**src/rtl/hanoi_pkg.sv**
```systemverilog
// hanoi_pkg: shared types and width helper for the Tower of Hanoi engine
package hanoi_pkg;
    typedef enum logic [2:0] {
        OK                = 3'd0,
        BAD_PEG           = 3'd1,
        SAME_PEG          = 3'd2,
        EMPTY_SRC         = 3'd3,
        BIGGER_ON_SMALLER = 3'd4
    } move_status_t;

    typedef enum logic [1:0] {
        S_IDLE   = 2'd0,
        S_CHECK  = 2'd1,
        S_COMMIT = 2'd2,
        S_RESP   = 2'd3
    } engine_state_t;

    function automatic int disk_w(input int n);
        return $clog2(n + 1);
    endfunction
endpackage

```
**src/rtl/hanoi_engine_peg_stack.sv**
```systemverilog
// hanoi_peg_stack: single-peg LIFO of disk IDs, optionally filled with the full tower at reset
// Ports: clk, rst (async active-low), push_i/disk_i push a disk, pop_i drops the top,
// top_o is the top disk (0 when empty), cnt_o the occupancy.
// With HANOI_INVARIANT_CHECK_EN defined, slots_o exposes the contents and the
// stack checks that it is strictly decreasing from bottom to top.
module hanoi_peg_stack
    import hanoi_pkg::*;
#(
    parameter int  NUM_DISKS = 4,
    parameter bit  FILL      = 1'b0,
    localparam int DISK_W    = disk_w(NUM_DISKS)
) (
    input  logic              clk,
    input  logic              rst,
    input  logic              push_i,
    input  logic              pop_i,
    input  logic [DISK_W-1:0] disk_i,
    output logic [DISK_W-1:0] top_o,
    output logic [DISK_W-1:0] cnt_o
`ifdef HANOI_INVARIANT_CHECK_EN
    ,
    output logic [NUM_DISKS*DISK_W-1:0] slots_o
`endif
);
    // Depth rounded up to the count range so any count value indexes safely.
    localparam int DEPTH = 1 << DISK_W;

    logic [DISK_W-1:0] stack_q [DEPTH];
    logic [DISK_W-1:0] cnt_q;

    always_ff @(posedge clk or negedge rst) begin
        if (!rst) begin
            for (int s = 0; s < DEPTH; s++)
                stack_q[s] <= (FILL && s < NUM_DISKS) ? DISK_W'(NUM_DISKS - s) : '0;
            cnt_q <= FILL ? DISK_W'(NUM_DISKS) : '0;
        end else begin
            if (push_i)
                stack_q[cnt_q] <= disk_i;
            cnt_q <= cnt_q + DISK_W'(push_i) - DISK_W'(pop_i);
        end
    end

    assign top_o = (cnt_q == '0) ? '0 : stack_q[cnt_q - DISK_W'(1)];
    assign cnt_o = cnt_q;

`ifdef HANOI_INVARIANT_CHECK_EN
    for (genvar s = 0; s < NUM_DISKS; s++) begin : g_slot
        assign slots_o[s*DISK_W +: DISK_W] = stack_q[s];
    end

    always @(posedge clk) begin
        if (rst) begin
            for (int s = 1; s < NUM_DISKS; s++)
                if (DISK_W'(s) < cnt_q)
                    assert (stack_q[s] < stack_q[s-1]);
        end
    end
`endif
endmodule

```
**src/rtl/hanoi_engine.sv**
```systemverilog
// hanoi_engine: parametrised Tower of Hanoi state engine with move handshake and legality check
// Ports: clk, rst (async active-low); req_valid/req_ready/req_from/req_to request a move;
// resp_valid/resp_status report its outcome one pulse later; move_count counts legal
// moves (saturating); solved flags the whole tower on the last peg; peg_top holds the
// top disk per peg, peg 0 in the LSBs, 0 for an empty peg.
// Optional macro HANOI_INVARIANT_CHECK_EN adds embedded invariant checks and covers.
module hanoi_engine
    import hanoi_pkg::*;
#(
    parameter int  NUM_DISKS = 4,
    parameter int  NUM_PEGS  = 3,
    parameter int  MOVE_W    = 16,
    localparam int DISK_W    = disk_w(NUM_DISKS),
    localparam int PEG_W     = $clog2(NUM_PEGS)
) (
    input  logic                       clk,
    input  logic                       rst,
    input  logic                       req_valid,
    output logic                       req_ready,
    input  logic [PEG_W-1:0]           req_from,
    input  logic [PEG_W-1:0]           req_to,
    output logic                       resp_valid,
    output logic [2:0]                 resp_status,
    output logic [MOVE_W-1:0]          move_count,
    output logic                       solved,
    output logic [NUM_PEGS*DISK_W-1:0] peg_top
);
    localparam int LAST = NUM_PEGS - 1;

    engine_state_t     state_q;
    move_status_t      status_q, status_d;
    logic [PEG_W-1:0]  from_q, to_q;
    logic              req_ready_q, resp_valid_q, solved_q;
    logic [MOVE_W-1:0] move_count_q;

    logic [DISK_W-1:0] top [NUM_PEGS];
    logic [DISK_W-1:0] cnt [NUM_PEGS];
    logic [DISK_W-1:0] src_top, dst_top, src_cnt, dst_cnt, last_cnt_d;
    logic              commit;

`ifdef HANOI_INVARIANT_CHECK_EN
    logic [NUM_DISKS*DISK_W-1:0] slots [NUM_PEGS];
`endif

    assign commit = state_q == S_COMMIT;

    for (genvar p = 0; p < NUM_PEGS; p++) begin : g_peg
        hanoi_peg_stack #(
            .NUM_DISKS (NUM_DISKS),
            .FILL      (p == 0)
        ) u_peg (
            .clk    (clk),
            .rst    (rst),
            .push_i (commit && to_q == PEG_W'(p)),
            .pop_i  (commit && from_q == PEG_W'(p)),
            .disk_i (src_top),
            .top_o  (top[p]),
            .cnt_o  (cnt[p])
`ifdef HANOI_INVARIANT_CHECK_EN
            ,
            .slots_o(slots[p])
`endif
        );
        assign peg_top[p*DISK_W +: DISK_W] = top[p];
    end

    // Peg indices may be out of range, so select by comparison rather than indexing.
    always_comb begin
        src_top = '0;
        dst_top = '0;
        src_cnt = '0;
        dst_cnt = '0;
        for (int p = 0; p < NUM_PEGS; p++) begin
            src_top = from_q == PEG_W'(p) ? top[p] : src_top;
            src_cnt = from_q == PEG_W'(p) ? cnt[p] : src_cnt;
            dst_top = to_q == PEG_W'(p) ? top[p] : dst_top;
            dst_cnt = to_q == PEG_W'(p) ? cnt[p] : dst_cnt;
        end
    end

    always_comb begin
        status_d = ({1'b0, from_q} >= (PEG_W+1)'(NUM_PEGS) ||
                    {1'b0, to_q}   >= (PEG_W+1)'(NUM_PEGS)) ? BAD_PEG :
                   (from_q == to_q)                          ? SAME_PEG :
                   (src_cnt == '0)                           ? EMPTY_SRC :
                   (dst_cnt != '0 && src_top > dst_top)      ? BIGGER_ON_SMALLER : OK;
    end

    // Occupancy of the last peg as it will be after the committed move.
    assign last_cnt_d = cnt[LAST] + DISK_W'(to_q == PEG_W'(LAST)) - DISK_W'(from_q == PEG_W'(LAST));

    always_ff @(posedge clk or negedge rst) begin
        if (!rst) begin
            state_q      <= S_IDLE;
            from_q       <= '0;
            to_q         <= '0;
            req_ready_q  <= 1'b1;
            resp_valid_q <= 1'b0;
            status_q     <= OK;
            move_count_q <= '0;
            solved_q     <= (NUM_PEGS == 1);
        end else begin
            case (state_q)
                S_IDLE: if (req_valid) begin
                    from_q      <= req_from;
                    to_q        <= req_to;
                    req_ready_q <= 1'b0;
                    state_q     <= S_CHECK;
                end
                S_CHECK: begin
                    status_q     <= status_d;
                    resp_valid_q <= status_d != OK;
                    state_q      <= status_d == OK ? S_COMMIT : S_RESP;
                end
                S_COMMIT: begin
                    move_count_q <= &move_count_q ? move_count_q : move_count_q + 1'b1;
                    solved_q     <= last_cnt_d == DISK_W'(NUM_DISKS);
                    resp_valid_q <= 1'b1;
                    state_q      <= S_RESP;
                end
                default: begin
                    resp_valid_q <= 1'b0;
                    req_ready_q  <= 1'b1;
                    state_q      <= S_IDLE;
                end
            endcase
        end
    end

    assign req_ready   = req_ready_q;
    assign resp_valid  = resp_valid_q;
    assign resp_status = status_q;
    assign move_count  = move_count_q;
    assign solved      = solved_q;

`ifdef HANOI_INVARIANT_CHECK_EN
    always @(posedge clk) begin : inv
        int sum;
        int seen [1 << DISK_W];
        if (rst) begin
            sum = 0;
            for (int d = 0; d < (1 << DISK_W); d++)
                seen[d] = 0;
            for (int p = 0; p < NUM_PEGS; p++) begin
                sum += int'(cnt[p]);
                for (int s = 0; s < NUM_DISKS; s++)
                    if (DISK_W'(s) < cnt[p])
                        seen[slots[p][s*DISK_W +: DISK_W]]++;
            end
            assert (sum == NUM_DISKS);
            for (int d = 1; d <= NUM_DISKS; d++)
                assert (seen[d] == 1);
        end
    end

    assert property (@(posedge clk) disable iff (!rst) resp_valid |=> !resp_valid);
    cover property (@(posedge clk) disable iff (!rst) solved);
    cover property (@(posedge clk) disable iff (!rst) resp_valid && resp_status == OK);
    cover property (@(posedge clk) disable iff (!rst) resp_valid && resp_status == BAD_PEG);
    cover property (@(posedge clk) disable iff (!rst) resp_valid && resp_status == SAME_PEG);
    cover property (@(posedge clk) disable iff (!rst) resp_valid && resp_status == EMPTY_SRC);
    cover property (@(posedge clk) disable iff (!rst) resp_valid && resp_status == BIGGER_ON_SMALLER);
`endif
endmodule
```
**config.mk**
```make
export PLATFORM = sky130hd
export DESIGN_NAME = hanoi_engine
export DESIGN_NICKNAME = d
export VERILOG_FILES = /design/src/rtl/hanoi_pkg.sv /design/src/rtl/hanoi_engine_peg_stack.sv /design/src/rtl/hanoi_engine.sv
export SDC_FILE = /design/constraint.sdc
export NUM_CORES = 1
export LEC_CHECK = 0
export CORE_ASPECT_RATIO = 0.75
export CORE_MARGIN = 4
export CORE_UTILIZATION = 60
export DETAILED_ROUTE_END_ITERATION = 16
export PLACE_DENSITY = 0.81
export SLEW_MARGIN = 30
export SYNTH_ARGS = -nofsm -noshare
export SYNTH_HDL_FRONTEND = slang
export SYNTH_SLANG_ARGS = --single-unit
```
**constraint.sdc**
```tcl
create_clock -name clk -period 6.1 [get_ports clk]
set_clock_uncertainty 0.15 [all_clocks]
set_input_delay 1.22 -clock clk [delete_from_list [all_inputs] [get_ports clk]]
set_output_delay 1.22 -clock clk [all_outputs]
set_load 0.05 [all_outputs]
```
==> results of run 1 <==
where the power goes:
group / switching, W / internal, W / leakage [nW]
clock: 0.000269 / 0.000445 / 0.176
combinational: 0.00113 / 0.000821 / 1.59
sequential: 0.000309 / 0.00102 / 1.44
registers in the layout, summed over array words and instances, names as in the netlist, 2 cells and up:
name / flops
from_q: 2
g_peg.u_peg.cnt_o: 9
g_peg.u_peg.stack_q: 72
move_count: 16
resp_status: 3
state_q: 2
to_q: 2
final timing paths:
kind / from / endpoint / slack (ns) / cells past startpoint
setup / recovery: g_peg[0].u_peg.cnt_o[0]$_DFF_PN0_ / peg_top[0] / 1.16 / 8
hold / removal: g_peg[2].u_peg.stack_q[15]$_DFFE_PN0P_ / g_peg[2].u_peg.stack_q[15]$_DFFE_PN0P_ / 0.35 / 1
setup reg to reg: g_peg[0].u_peg.cnt_o[0]$_DFF_PN0_ / state_q[0]$_DFFE_PN0N_ / 1.39 / 12
hold reg to reg: g_peg[2].u_peg.stack_q[15]$_DFFE_PN0P_ / g_peg[2].u_peg.stack_q[15]$_DFFE_PN0P_ / 0.35 / 1
max in group asynchronous: rst / g_peg[1].u_peg.stack_q[22]$_DFFE_PN0P_ / 3.86 / 2
min in group asynchronous: rst / move_count[15]$_DFFE_PN0P_ / 0.76 / 1
critical path: stages (launching register included):
cell	delay, ns
sky130_fd_sc_hd__dfrtp_1	0.88
sky130_fd_sc_hd__inv_1	0.14
sky130_fd_sc_hd__ha_1	0.24
sky130_fd_sc_hd__ha_1	0.33
sky130_fd_sc_hd__nor2b_1	0.18
sky130_fd_sc_hd__a221oi_1	0.41
sky130_fd_sc_hd__nand2_1	0.15
sky130_fd_sc_hd__inv_1	0.08
sky130_fd_sc_hd__clkdlybuf4s50_1	0.80
routing by layer:
| metal | wire length, um | part of all wire [%] | vias up | GRT usage, % |
|---|---|---|---|---|
| li1 | - | - | 1820 | - |
| met1 | 5930 | 46 | 2027 | 32.9 |
| met4 | 159 | 1.2 | 0 | 5.71 |
| met2 | 6140 | 48 | 104 | 37.4 |
| met5 | 0 | 0 | - | 0 |
| met3 | 593 | 4.6 | 17 | 5.03 |
through the flow:
stage	instances	cell area [um^2]
floorplan	495	5970
global placement	648	6370
detailed placement	648	6370
CTS	664	6740
global route	664	6740
finish	664	6740
kinds of logic (layout without fill, tap and decap cells):
logic type / Yosys count / in the layout / synth area share [%]
AOI/OAI and AO/OA: 48 / 48 / 5.51
DFF: 109 / 109 / 45.9
buffers and inverters: 51 / 88 / 4.47
and+or+nand+nor: 120 / 120 / 9.81
xor gates and xnor gates: 18 / 18 / 2.64
muxes: 111 / 111 / 23.2
adders and majority gates: 38 / 38 / 8.47
area by class of cell:
| type | instances | area [um^2] |
|---|---|---|
| Fill cell | 690 | 2950 |
| Inverter | 33 | 124 |
| Timing Repair Buffer | 39 | 383 |
| Sequential cell | 109 | 2740 |
| Multi-Input combinational cell | 335 | 2960 |
| Tap cell | 132 | 165 |
| Clock inverter | 7 | 145 |
| Clock buffer | 9 | 225 |
cell usage in the layout, fill, tap and decap left out, drive strengths merged, types with 9 or more instances in the layout:
| master | Yosys | final |
|---|---|---|
| nand3 | 10 | 10 |
| nand2 | 43 | 43 |
| xnor2 | 13 | 13 |
| inv | 33 | 34 |
| nor2 | 21 | 21 |
| nor3 | 10 | 10 |
| mux4 | 12 | 12 |
| mux2 | 82 | 82 |
| mux2i | 17 | 17 |
| clkbuf | 7 | 9 |
| clkdlybuf4s50 | 0 | 36 |
| ha | 34 | 34 |
| o21ai | 17 | 17 |
| dfrtp | 102 | 102 |
==> summary.txt, run 1 <==
STA
  • RSZ-0062 raised after global routing: false
  • Setup violations, final: 0
  • Final period utilization: 80.9%
  • Accumulated negative setup slack: 0 ns
  • Tmin final: 4.94 ns
  • Slew at the pin closest to its max-slew limit: 0.828 ns
  • Worst hold slack across all endpoints: 0.350 ns
  • Final max-slew violation count: 0
  • Highest attainable clock frequency: 203 MHz
  • Final Hold Fails: 0
  • Worst-case headroom to the max-slew limit: 44.8%
  • Final WS setup: 1.16 ns

Floorplanning
  • Initial core utilization: 61.5%
  • Area enclosed by the die boundary: 11,600 um^2
  • Number of core rows: 31
  • Die span in y: 94.4 um
  • Boundary pin count: 38
  • Width of the die: 123 um
  • Placeable core region: 9700 um^2

Clock network
  • Depth of the CTS H-tree: 3
  • Setup Fix Bufs, Post-CTS: 0
  • Hold_buf cts: 0
  • CTS tree: yes
  • TritonCTS Sinks: 109
  • Number of cells upsized or downsized after cts: 0
  • Clock transition at the registers of the reported paths: 0.07 ns
  • Maximum root-to-sink buffer count: 2
  • TritonCTS buffer count: 9
  • Source-to-sink clock delay at the later pin of the worst-skew pair: 0.35 ns
  • Clock root buffer master: sky130_fd_sc_hd__clkbuf_16

Yosys
  • Main flop type after synthesis: sky130_fd_sc_hd__dfrtp_1
  • Netlist area before placement: 5970 um^2
  • Number of instances in the synthesized netlist: 495
  • Synth async-reset ratio: 100%
  • Register area share after synthesis: 45.9%
  • Most common cell in the netlist: sky130_fd_sc_hd__dfrtp_1
  • Seq cells post-synth: 109
  • Yosys warnings: 0
  • Dominant cells by area after synthesis: sky130_fd_sc_hd__dfrtp_1 43%, sky130_fd_sc_hd__mux2_2 15%, sky130_fd_sc_hd__ha_1 7.1%
  • Yosys top cell area share: 42.8%
  • Number of unique standard cell types used by synthesis: 55
  • Total nets after synthesis: 540
  • Number of enable flip-flop cells after synthesis: 0
  • Post-synthesis average cell area: 12.1 um^2
  • Cell taking the most area after synthesis: sky130_fd_sc_hd__dfrtp_1
  • Synth top cells by count: 102 x sky130_fd_sc_hd__dfrtp_1, 82 x sky130_fd_sc_hd__mux2_2, 43 x sky130_fd_sc_hd__nand2_1

Final layout
  • Area delta synth->final: 13.0%
  • Proportion of layout cells with a drive suffix above 1: 22.6%
  • Diode insertion count for antenna repair: 0
  • Utilization after layout: 69.5%
  • Number of nets at the end of the flow: 572

GRT
  • Final global-route overflow total: 0
  • Wire length of the first global-routing pass: 20,800 um
  • Vias in the first global route: 4,053
  • Total global-route track usage: 23.4%
  • Antenna violations before repair: 0
  • Maximum number of pins on one net before global-route repair: 57

Placed design
  • Number of port buffers: 37
  • Setup slack after placement: 1.49 ns
  • Total half-perimeter wirelength after legalization and detailed placement: 9300 um
  • Routability-driven placement congestion ratio: 0.845

Drt
  • Vias: 3,968
  • Detailed Route Iter0 Violations: 361
  • Routed wire per std cell: 19.3 um
  • DRC violations left: 0
  • Total routed wirelength: 12,800 um
  • Antenna-violating nets left: 0
  • Detailed-route vias per instance: 5.98
  • Detailed-routing iteration count for the pre-antenna-repair pass: 4

Setup path
  • CP Data Required Time: 4.73 ns
  • Biggest fanout along the worst timing path: 18
  • Category of the most critical setup path: reg -> out
  • Worst Path Arrival: 3.57 ns
  • Crit. End Element: output pin
  • Worst Setup Start Kind: flip-flop

Hold path
  • Hold WC Path Type: reg -> reg

Run status
  • Run status: completed

Pwr
  • Leakage: 3.21 nW
  • Power per cell area: 591 nW/um^2
  • VDD IR-drop max: 267 uV
  • Final Power: 0.00399 W

Job
  • Max-Cap Viols: 0
(Power assumes the default switching activity.)
==> run 2, diff against run 1 <==
--- a/config.mk
+++ b/config.mk
@@ -7,9 +7,9 @@
 export LEC_CHECK = 0
 export CORE_ASPECT_RATIO = 0.75
 export CORE_MARGIN = 4
-export CORE_UTILIZATION = 60
+export CORE_UTILIZATION = 54
 export DETAILED_ROUTE_END_ITERATION = 16
-export PLACE_DENSITY = 0.81
+export PLACE_DENSITY = 0.77
 export SLEW_MARGIN = 30
 export SYNTH_ARGS = -nofsm -noshare
 export SYNTH_HDL_FRONTEND = slang
==> constraint.sdc (replaced) <==
create_clock -name clk -period 4.4 [get_ports clk]
set_clock_uncertainty 0.15 [all_clocks]
set_input_delay 0.88 -clock clk [delete_from_list [all_inputs] [get_ports clk]]
set_output_delay 0.88 -clock clk [all_outputs]
set_load 0.05 [all_outputs]
==> run 2 against run 1 <==
Against the previous run:
- via count up 0.58%
- clock power up 26%
- utilization down 5.5 points
- largest power group unchanged
- highest routed layer unchanged
==> summary.txt, run 2 (same netlist as run 1, synthesis figures left out) <==
GRT
  • Final global-route overflow total: 0 (unchanged)
  • Wire length of the first global-routing pass: 21,500 um (+3.0%)
  • Maximum number of pins on one net before global-route repair: 54 (-5.3%)
  • Total global-route track usage: 21.4% (-1.9 points)
  • Vias in the first global route: 4,180 (+3.1%)
  • Antenna violations before repair: 0 (unchanged)

Clock network
  • Clock root buffer master: sky130_fd_sc_hd__clkbuf_16
  • Clock transition at the registers of the reported paths: 0.07 ns (about the same)
  • CTS tree: yes
  • Maximum root-to-sink buffer count: 2 (unchanged)
  • Depth of the CTS H-tree: 3 (unchanged)
  • Setup Fix Bufs, Post-CTS: 0 (unchanged)
  • TritonCTS buffer count: 9 (unchanged)
  • Source-to-sink clock delay at the later pin of the worst-skew pair: 0.35 ns (about the same)
  • TritonCTS Sinks: 109 (unchanged)

STA
  • Setup violations, final: 0 (unchanged)
  • Worst hold slack across all endpoints: 0.350 ns (+0.000144 ns)
  • Worst-case headroom to the max-slew limit: 46.8% (+2.0 points)
  • Slew at the pin closest to its max-slew limit: 0.778 ns (-0.0497 ns)
  • Tmin final: 4.16 ns
  • Final period utilization: 94.7%
  • Highest attainable clock frequency: 240 MHz
  • Final max-slew violation count: 0 (unchanged)
  • Final Hold Fails: 0 (unchanged)
  • Accumulated negative setup slack: 0 ns (unchanged)
  • RSZ-0062 raised after global routing: false

Setup path
  • CP Data Required Time: 3.37 ns (-1.36 ns)
  • Worst reg2reg path endpoint: resp_valid$_DFFE_PN0P_
  • Crit-path slowest cell: sky130_fd_sc_hd__clkdlybuf4s50_1
  • Worst Setup Start Kind: flip-flop
  • Category of the most critical setup path: reg -> out
  • Crit. End Element: output pin
  • Count of cells along the worst register-to-register path: 12 (unchanged)
  • Reg-to-Reg Start: g_peg[2].u_peg.cnt_o[0]$_DFF_PN0_
  • Biggest fanout along the worst timing path: 7 (-11)
  • Critical path cell sequence: inv_1 > ha_1 > ha_1 > nor2b_1 > a221oi_1 > and3_1 > clkdlybuf4s50_1
  • Register-to-register path setup slack: 0.34 ns (-1.05 ns)
  • Worst Path Arrival: 3.13 ns (-0.44 ns)
  • Top cell by count, worst path: sky130_fd_sc_hd__ha_1
  • Stage delay of the slowest cell on the critical path: 0.85 ns (-0.03 ns)

Final layout
  • Finished layout cell area: 6750 um^2 (about the same)
  • Diode insertion count for antenna repair: 0 (unchanged)
  • Area delta synth->final: 13.1% (about the same)
  • Proportion of layout cells with a drive suffix above 1: 23.3% (+0.72 points)
  • Most common cell after layout, fill and taps aside: sky130_fd_sc_hd__dfrtp_1
  • Number of nets at the end of the flow: 577 (+0.87%)
  • Flip-flop count of the largest register after layout: 72 (unchanged)
  • # fillers: 800 (+16%)
  • Register with the highest flop count: g_peg.u_peg.stack_q
  • Highest-count cells in the layout ignoring fill and taps: 102 x sky130_fd_sc_hd__dfrtp_1, 82 x sky130_fd_sc_hd__mux2_2, 43 x sky130_fd_sc_hd__nand2_1, 35 x sky130_fd_sc_hd__clkdlybuf4s50_1, 34 x sky130_fd_sc_hd__ha_1

Hold path
  • Min-Delay Path Depth: 1 (unchanged)
  • Hold WC Path Type: reg -> reg
  • End point of the worst hold path: move_count[8]$_DFFE_PN0P_
  • Start point of the worst min-delay path: move_count[8]$_DFFE_PN0P_

Floorplanning
  • Die span in y: 99.0 um (+4.9%)
  • Placeable core region: 10,500 um^2 (+8.6%)
  • Width of the die: 129 um (+5.1%)
  • Initial core utilization: 56.7% (-4.9 points)
  • Boundary pin count: 38 (unchanged)
  • Number of core rows: 32 (+3.2%)
  • Area enclosed by the die boundary: 12,800 um^2 (+10%)

Drt
  • Detailed Route Iter0 Violations: 346 (-4.2%)
  • DRC violations left: 0 (unchanged)
  • Detailed-route vias per instance: 5.93 (-0.77%)
  • Vias: 3,991 (+0.58%)
  • Detailed-routing iteration count for the pre-antenna-repair pass: 5 (+1)
  • Antenna-violating nets left: 0 (unchanged)
  • Total routed wirelength: 12,900 um (+0.48%)
  • Routed wire per std cell: 19.1 um (-0.86%)

Pwr
  • Leakage: 3.22 nW (+0.44%)
  • VDD IR-drop max: 396 uV (+49%)
  • Power per cell area: 810 nW/um^2 (+37%)

Job
  • Max-Cap Viols: 0 (unchanged)

Placed design
  • Routability-driven placement congestion ratio: 0.869 (+2.9%)
  • Number of port buffers: 37 (unchanged)
  • Total half-perimeter wirelength after legalization and detailed placement: 9420 um (+1.4%)
  • DP Area: 6410 um^2 (+0.63%)

Run status
  • Run status: completed
==> run 2: cell count changes in the layout (fill, tap and decap cells not counted), sizes merged <==
cell           previous run  this run
clkbuf                    9        12
inv                      34        35
bufinv                    4         2
buf                       3         9
clkinvlp                  1         0
clkinv                    1         0
clkdlybuf4s50            36        35
==> run 2: metrics by stage <==
step / power (W) / cells / util, % / setup WS [ns]
floorplan: 0.00379 / 495 / - / 0.237
detailed placement: 0.00454 / 657 / 60.9 / 0.284
global route: 0.00582 / 673 / 64.1 / 0.0837
global placement: 0.00443 / 657 / 60.9 / 0.524
CTS: 0.00548 / 673 / 64.1 / 0.260
finish: 0.00547 / 673 / 64.1 / 0.235
==> run 2: how the worst max path moves through the flow <==
stage | depth (start not counted) | slack [ns] | startpoint | end
floorplan | 15 | 0.24 | g_peg[0].u_peg.cnt_o[0]$_DFF_PN0_ | state_q[0]$_DFFE_PN0N_
CTS | 14 | 0.26 | g_peg[0].u_peg.cnt_o[1]$_DFF_PN0_ | state_q[0]$_DFFE_PN0N_
global placement | 11 | 0.52 | g_peg[2].u_peg.cnt_o[0]$_DFF_PN0_ | state_q[0]$_DFFE_PN0N_
global route | 14 | 0.08 | g_peg[0].u_peg.cnt_o[1]$_DFF_PN0_ | state_q[0]$_DFFE_PN0N_
finish | 7 | 0.24 | g_peg[0].u_peg.cnt_o[1]$_DFF_PN0_ | peg_top[2]
detailed placement | 12 | 0.28 | g_peg[2].u_peg.cnt_o[0]$_DFF_PN0_ | state_q[0]$_DFFE_PN0N_
==> run 2: what timing repair did <==
action,in CTS,in global routing
hold buffers,0,0
gates resized for setup,0,1
setup endpoints to repair,0,1
endpoints found under the hold margin,0,0
==> run 2: cell type report <==
| type | instances | area [um^2] | share of cell area [%] |
|---|---|---|---|
| multi-input cells | 335 | 2970 | 43.9 |
| clock buffers | 12 | 256 | 3.80 |
| clock inverters | 4 | 77.6 | 1.15 |
| repair buffers | 44 | 418 | 6.19 |
| well taps | 136 | 170 | 2.52 |
| inverters | 33 | 124 | 1.84 |
| flip-flops and latches | 109 | 2740 | 40.6 |
==> run 2: critical path: cells and delay by family, from the launching register on <==
family / cells / cell delay, ns
fa+ha+maj: 2 / 0.51
simple gates: 2 / 0.51
flops: 1 / 0.48
compound gates: 1 / 0.30
buf+inv: 2 / 0.97
==> run 2: metal layers <==
layer / global-route usage, % / share of wire [%] / vias to the layer above
met5: 0 / 0 / -
met4: 7.43 / 1.7 / 0
li1: - / - / 1834
met1: 30.9 / 47 / 2037
met3: 5.15 / 5.0 / 19
met2: 31.8 / 46 / 101
==> run 2: where the power goes <==
group | switching, W | internal (W) | leakage, nW
sequential | 0.000381 | 0.00141 | 1.44
clock | 0.000366 | 0.000535 | 0.164
combinational | 0.00162 | 0.00116 | 1.62
total | 0.00237 | 0.00310 | 3.22
==> run 3, diff against run 2 <==
--- a/config.mk
+++ b/config.mk
@@ -7,9 +7,9 @@
 export LEC_CHECK = 0
 export CORE_ASPECT_RATIO = 0.75
 export CORE_MARGIN = 4
-export CORE_UTILIZATION = 54
+export CORE_UTILIZATION = 45
+export CTS_CLUSTER_DIAMETER = 30
 export DETAILED_ROUTE_END_ITERATION = 16
-export PLACE_DENSITY = 0.77
 export SLEW_MARGIN = 30
 export SYNTH_ARGS = -nofsm -noshare
 export SYNTH_HDL_FRONTEND = slang
==> constraint.sdc (replaced) <==
create_clock -name clk -period 5.33 [get_ports clk]
set_clock_uncertainty 0.15 [all_clocks]
set_input_delay 1.066 -clock clk [delete_from_list [all_inputs] [get_ports clk]]
set_output_delay 1.066 -clock clk [all_outputs]
set_load 0.05 [all_outputs]
==> run 3 against run 2 <==
Against the previous run:
- clock power is 28% lower
- worst setup slack improved by 0.61 ns
- clock-buffer cell count down 2
- combinational power is 19% lower
==> summary.txt, run 3 (same netlist as run 1, synthesis figures left out) <==
Clock network
  • Clock transition at the registers of the reported paths: 0.07 ns (about the same)
  • Number of cells upsized or downsized after cts: 0 (unchanged)
  • Hold_buf cts: 0 (unchanged)
  • Setup Fix Bufs, Post-CTS: 0 (unchanged)
  • Source-to-sink clock delay at the later pin of the worst-skew pair: 0.36 ns (about the same)
  • Depth of the CTS H-tree: 3 (unchanged)
  • TritonCTS buffer count: 9 (unchanged)
  • Clock root buffer master: sky130_fd_sc_hd__clkbuf_16
  • TritonCTS Sinks: 109 (unchanged)
  • CTS tree: yes
  • Maximum root-to-sink buffer count: 2 (unchanged)

STA
  • Slew at the pin closest to its max-slew limit: 0.751 ns (-0.0273 ns)
  • Tmin final: 4.48 ns
  • Final max-slew violation count: 0 (unchanged)
  • Accumulated negative setup slack: 0 ns (unchanged)
  • Worst-case headroom to the max-slew limit: 48.7% (+1.9 points)
  • Final Hold Fails: 0 (unchanged)
  • RSZ-0062 raised after global routing: false
  • Final period utilization: 84.1%
  • Setup violations, final: 0 (unchanged)
  • Highest attainable clock frequency: 223 MHz

Setup path
  • Biggest fanout along the worst timing path: 25 (+18)
  • Critical Path Source: g_peg[1].u_peg.cnt_o[0]$_DFF_PN0_
  • Stage delay of the slowest cell on the critical path: 0.75 ns (-0.10 ns)
  • Category of the most critical setup path: reg -> reg
  • Crit. End Element: flip-flop
  • Count of cells along the worst register-to-register path: 12 (unchanged)
  • Reg-to-Reg Start: g_peg[1].u_peg.cnt_o[0]$_DFF_PN0_
  • Worst Path Arrival: 4.53 ns (+1.40 ns)
  • Register-to-register path setup slack: 0.85 ns (+0.51 ns)
  • CP Data Required Time: 5.38 ns (+2.01 ns)
  • Count of buffering cells on the critical path with inverters included: 1 (-1)
  • CP top delay family: compound AO/OA/AOI/OAI gates
  • Worst reg2reg path endpoint: state_q[0]$_DFFE_PN0N_
  • Worst Setup Start Kind: flip-flop
  • Critical path cell sequence: inv_1 > ha_1 > mux4_2 > o21ai_0 > a21oi_1 > a221o_2 > ha_1 > nor2b_1 > o21ai_0 > a2111oi_0 > a2111oi_0 > a211oi_1
  • Crit-path slowest cell: sky130_fd_sc_hd__dfrtp_1

GRT
  • Maximum number of pins on one net before global-route repair: 77 (+43%)
  • Vias in the first global route: 3,980 (-4.8%)
  • Total global-route track usage: 18.1% (-3.3 points)
  • Antenna violations before repair: 0 (unchanged)
  • Final global-route overflow total: 0 (unchanged)
  • Wire length of the first global-routing pass: 21,500 um (+0.35%)

Floorplanning
  • Initial core utilization: 46.0% (-11 points)
  • Area enclosed by the die boundary: 15,200 um^2 (+19%)
  • Number of core rows: 36 (+13%)
  • Width of the die: 141 um (+9.0%)
  • Boundary pin count: 38 (unchanged)
  • Die span in y: 108 um (+8.8%)
  • Placeable core region: 13,000 um^2 (+23%)

Hold path
  • Start point of the worst min-delay path: g_peg[2].u_peg.stack_q[0]$_DFFE_PN0P_
  • Min-Delay Path Depth: 1 (unchanged)
  • End point of the worst hold path: g_peg[2].u_peg.stack_q[0]$_DFFE_PN0P_
  • Hold WC Path Type: reg -> reg

Drt
  • Total routed wirelength: 12,900 um (-0.22%)
  • Detailed-route vias per instance: 5.51 (-7.0%)
  • Routed wire per std cell: 18.3 um (-4.6%)
  • DRC violations left: 0 (unchanged)
  • Detailed Route Iter0 Violations: 203 (-41%)
  • Vias: 3,882 (-2.7%)
  • Routed length on met3: 458 um (-29%)
  • Metal1 wirelength: 6620 um (+8.7%)
  • Antenna-violating nets left: 0 (unchanged)
  • Met2 wirelength from detailed routing: 5630 um (-5.1%)
  • Detailed-routing iteration count for the pre-antenna-repair pass: 5 (unchanged)
  • Uppermost layer routed: met4

Placed design
  • Total placed cells including tap cells: 688 (+4.7%)
  • Total half-perimeter wirelength after legalization and detailed placement: 9390 um (-0.37%)
  • Routability-driven placement congestion ratio: 0.797 (-8.3%)
  • Number of port buffers: 37 (unchanged)

Run status
  • Run status: completed

Final layout
  • Flip-flop count of the largest register after layout: 72 (unchanged)
  • Post-route non-filler standard cell count: 704 (+4.6%)
  • Highest-count cells in the layout ignoring fill and taps: 102 x sky130_fd_sc_hd__dfrtp_1, 82 x sky130_fd_sc_hd__mux2_2, 43 x sky130_fd_sc_hd__nand2_1, 36 x sky130_fd_sc_hd__clkdlybuf4s50_1, 34 x sky130_fd_sc_hd__ha_1
  • Register with the highest flop count: g_peg.u_peg.stack_q
  • Proportion of layout cells with a drive suffix above 1: 22.7% (-0.58 points)
  • Area delta synth->final: 12.6%
  • Diode insertion count for antenna repair: 0 (unchanged)
  • Most common cell after layout, fill and taps aside: sky130_fd_sc_hd__dfrtp_1
  • Utilization after layout: 51.8% (-12 points)
  • Number of nets at the end of the flow: 573 (-0.69%)

Job
  • Max-Cap Viols: 0 (unchanged)

Pwr
  • Power per cell area: 652 nW/um^2 (-20%)
  • Final Power: 0.00438 W (-20%)
  • Leakage: 3.18 nW (-1.4%)
  • VDD IR-drop max: 321 uV (-19%)
==> run 3: worst reg2reg max path: cells and delay by family, from the launching register on <==
kind	cells	cell delay, ns
simple gates	1	0.13
mux	1	0.34
compound gates	7	1.91
buf+inv	1	0.18
flops	1	0.75
fa+ha+maj	2	0.87
==> run 3: report_power, final <==
part,internal (W),switching [W]
clock,0.000333,0.000315
combinational,0.000942,0.00130
sequential,0.00116,0.000320
==> run 3: cell type report <==
| cell class | count | area (um^2) |
|---|---|---|
| clock buffer | 10 | 239 |
| clock inverter | 6 | 47.5 |
| fill | 1137 | 6250 |
| inverter | 33 | 124 |
| multi-input combinational | 335 | 2960 |
| sequential | 109 | 2740 |
| tap | 171 | 214 |
| timing repair buffer | 40 | 394 |
==> run 3: how the worst max path moves through the flow <==
stage	cells after the start	to	slack, ns
floorplan	15	state_q[0]$_DFFE_PN0N_	1.17
global placement	11	state_q[0]$_DFFE_PN0N_	1.15
finish	12	state_q[0]$_DFFE_PN0N_	0.85
CTS	9	peg_top[0]	0.80
detailed placement	11	state_q[0]$_DFFE_PN0N_	0.98
global route	12	state_q[0]$_DFFE_PN0N_	0.47
==> run 3: routing by layer <==
metal	vias up	GRT usage [%]
li1	1828	-
met1	1990	26.9
met2	50	26.5
met3	14	4.17
met4	0	4.84
met5	-	0
==> run 3: per-stage QoR <==
| stage | area [um^2] | setup WS [ns] | hold slack (ns) |
|---|---|---|---|
| after global routing | 6720 | 0.470 | 0.360 |
| after CTS | 6720 | 0.803 | 0.355 |
| after floorplan | 5970 | 1.17 | 0.320 |
| final | 6720 | 0.847 | 0.353 |
| after global placement | 6430 | 1.15 | 0.320 |
| after detailed placement | 6430 | 0.982 | 0.338 |
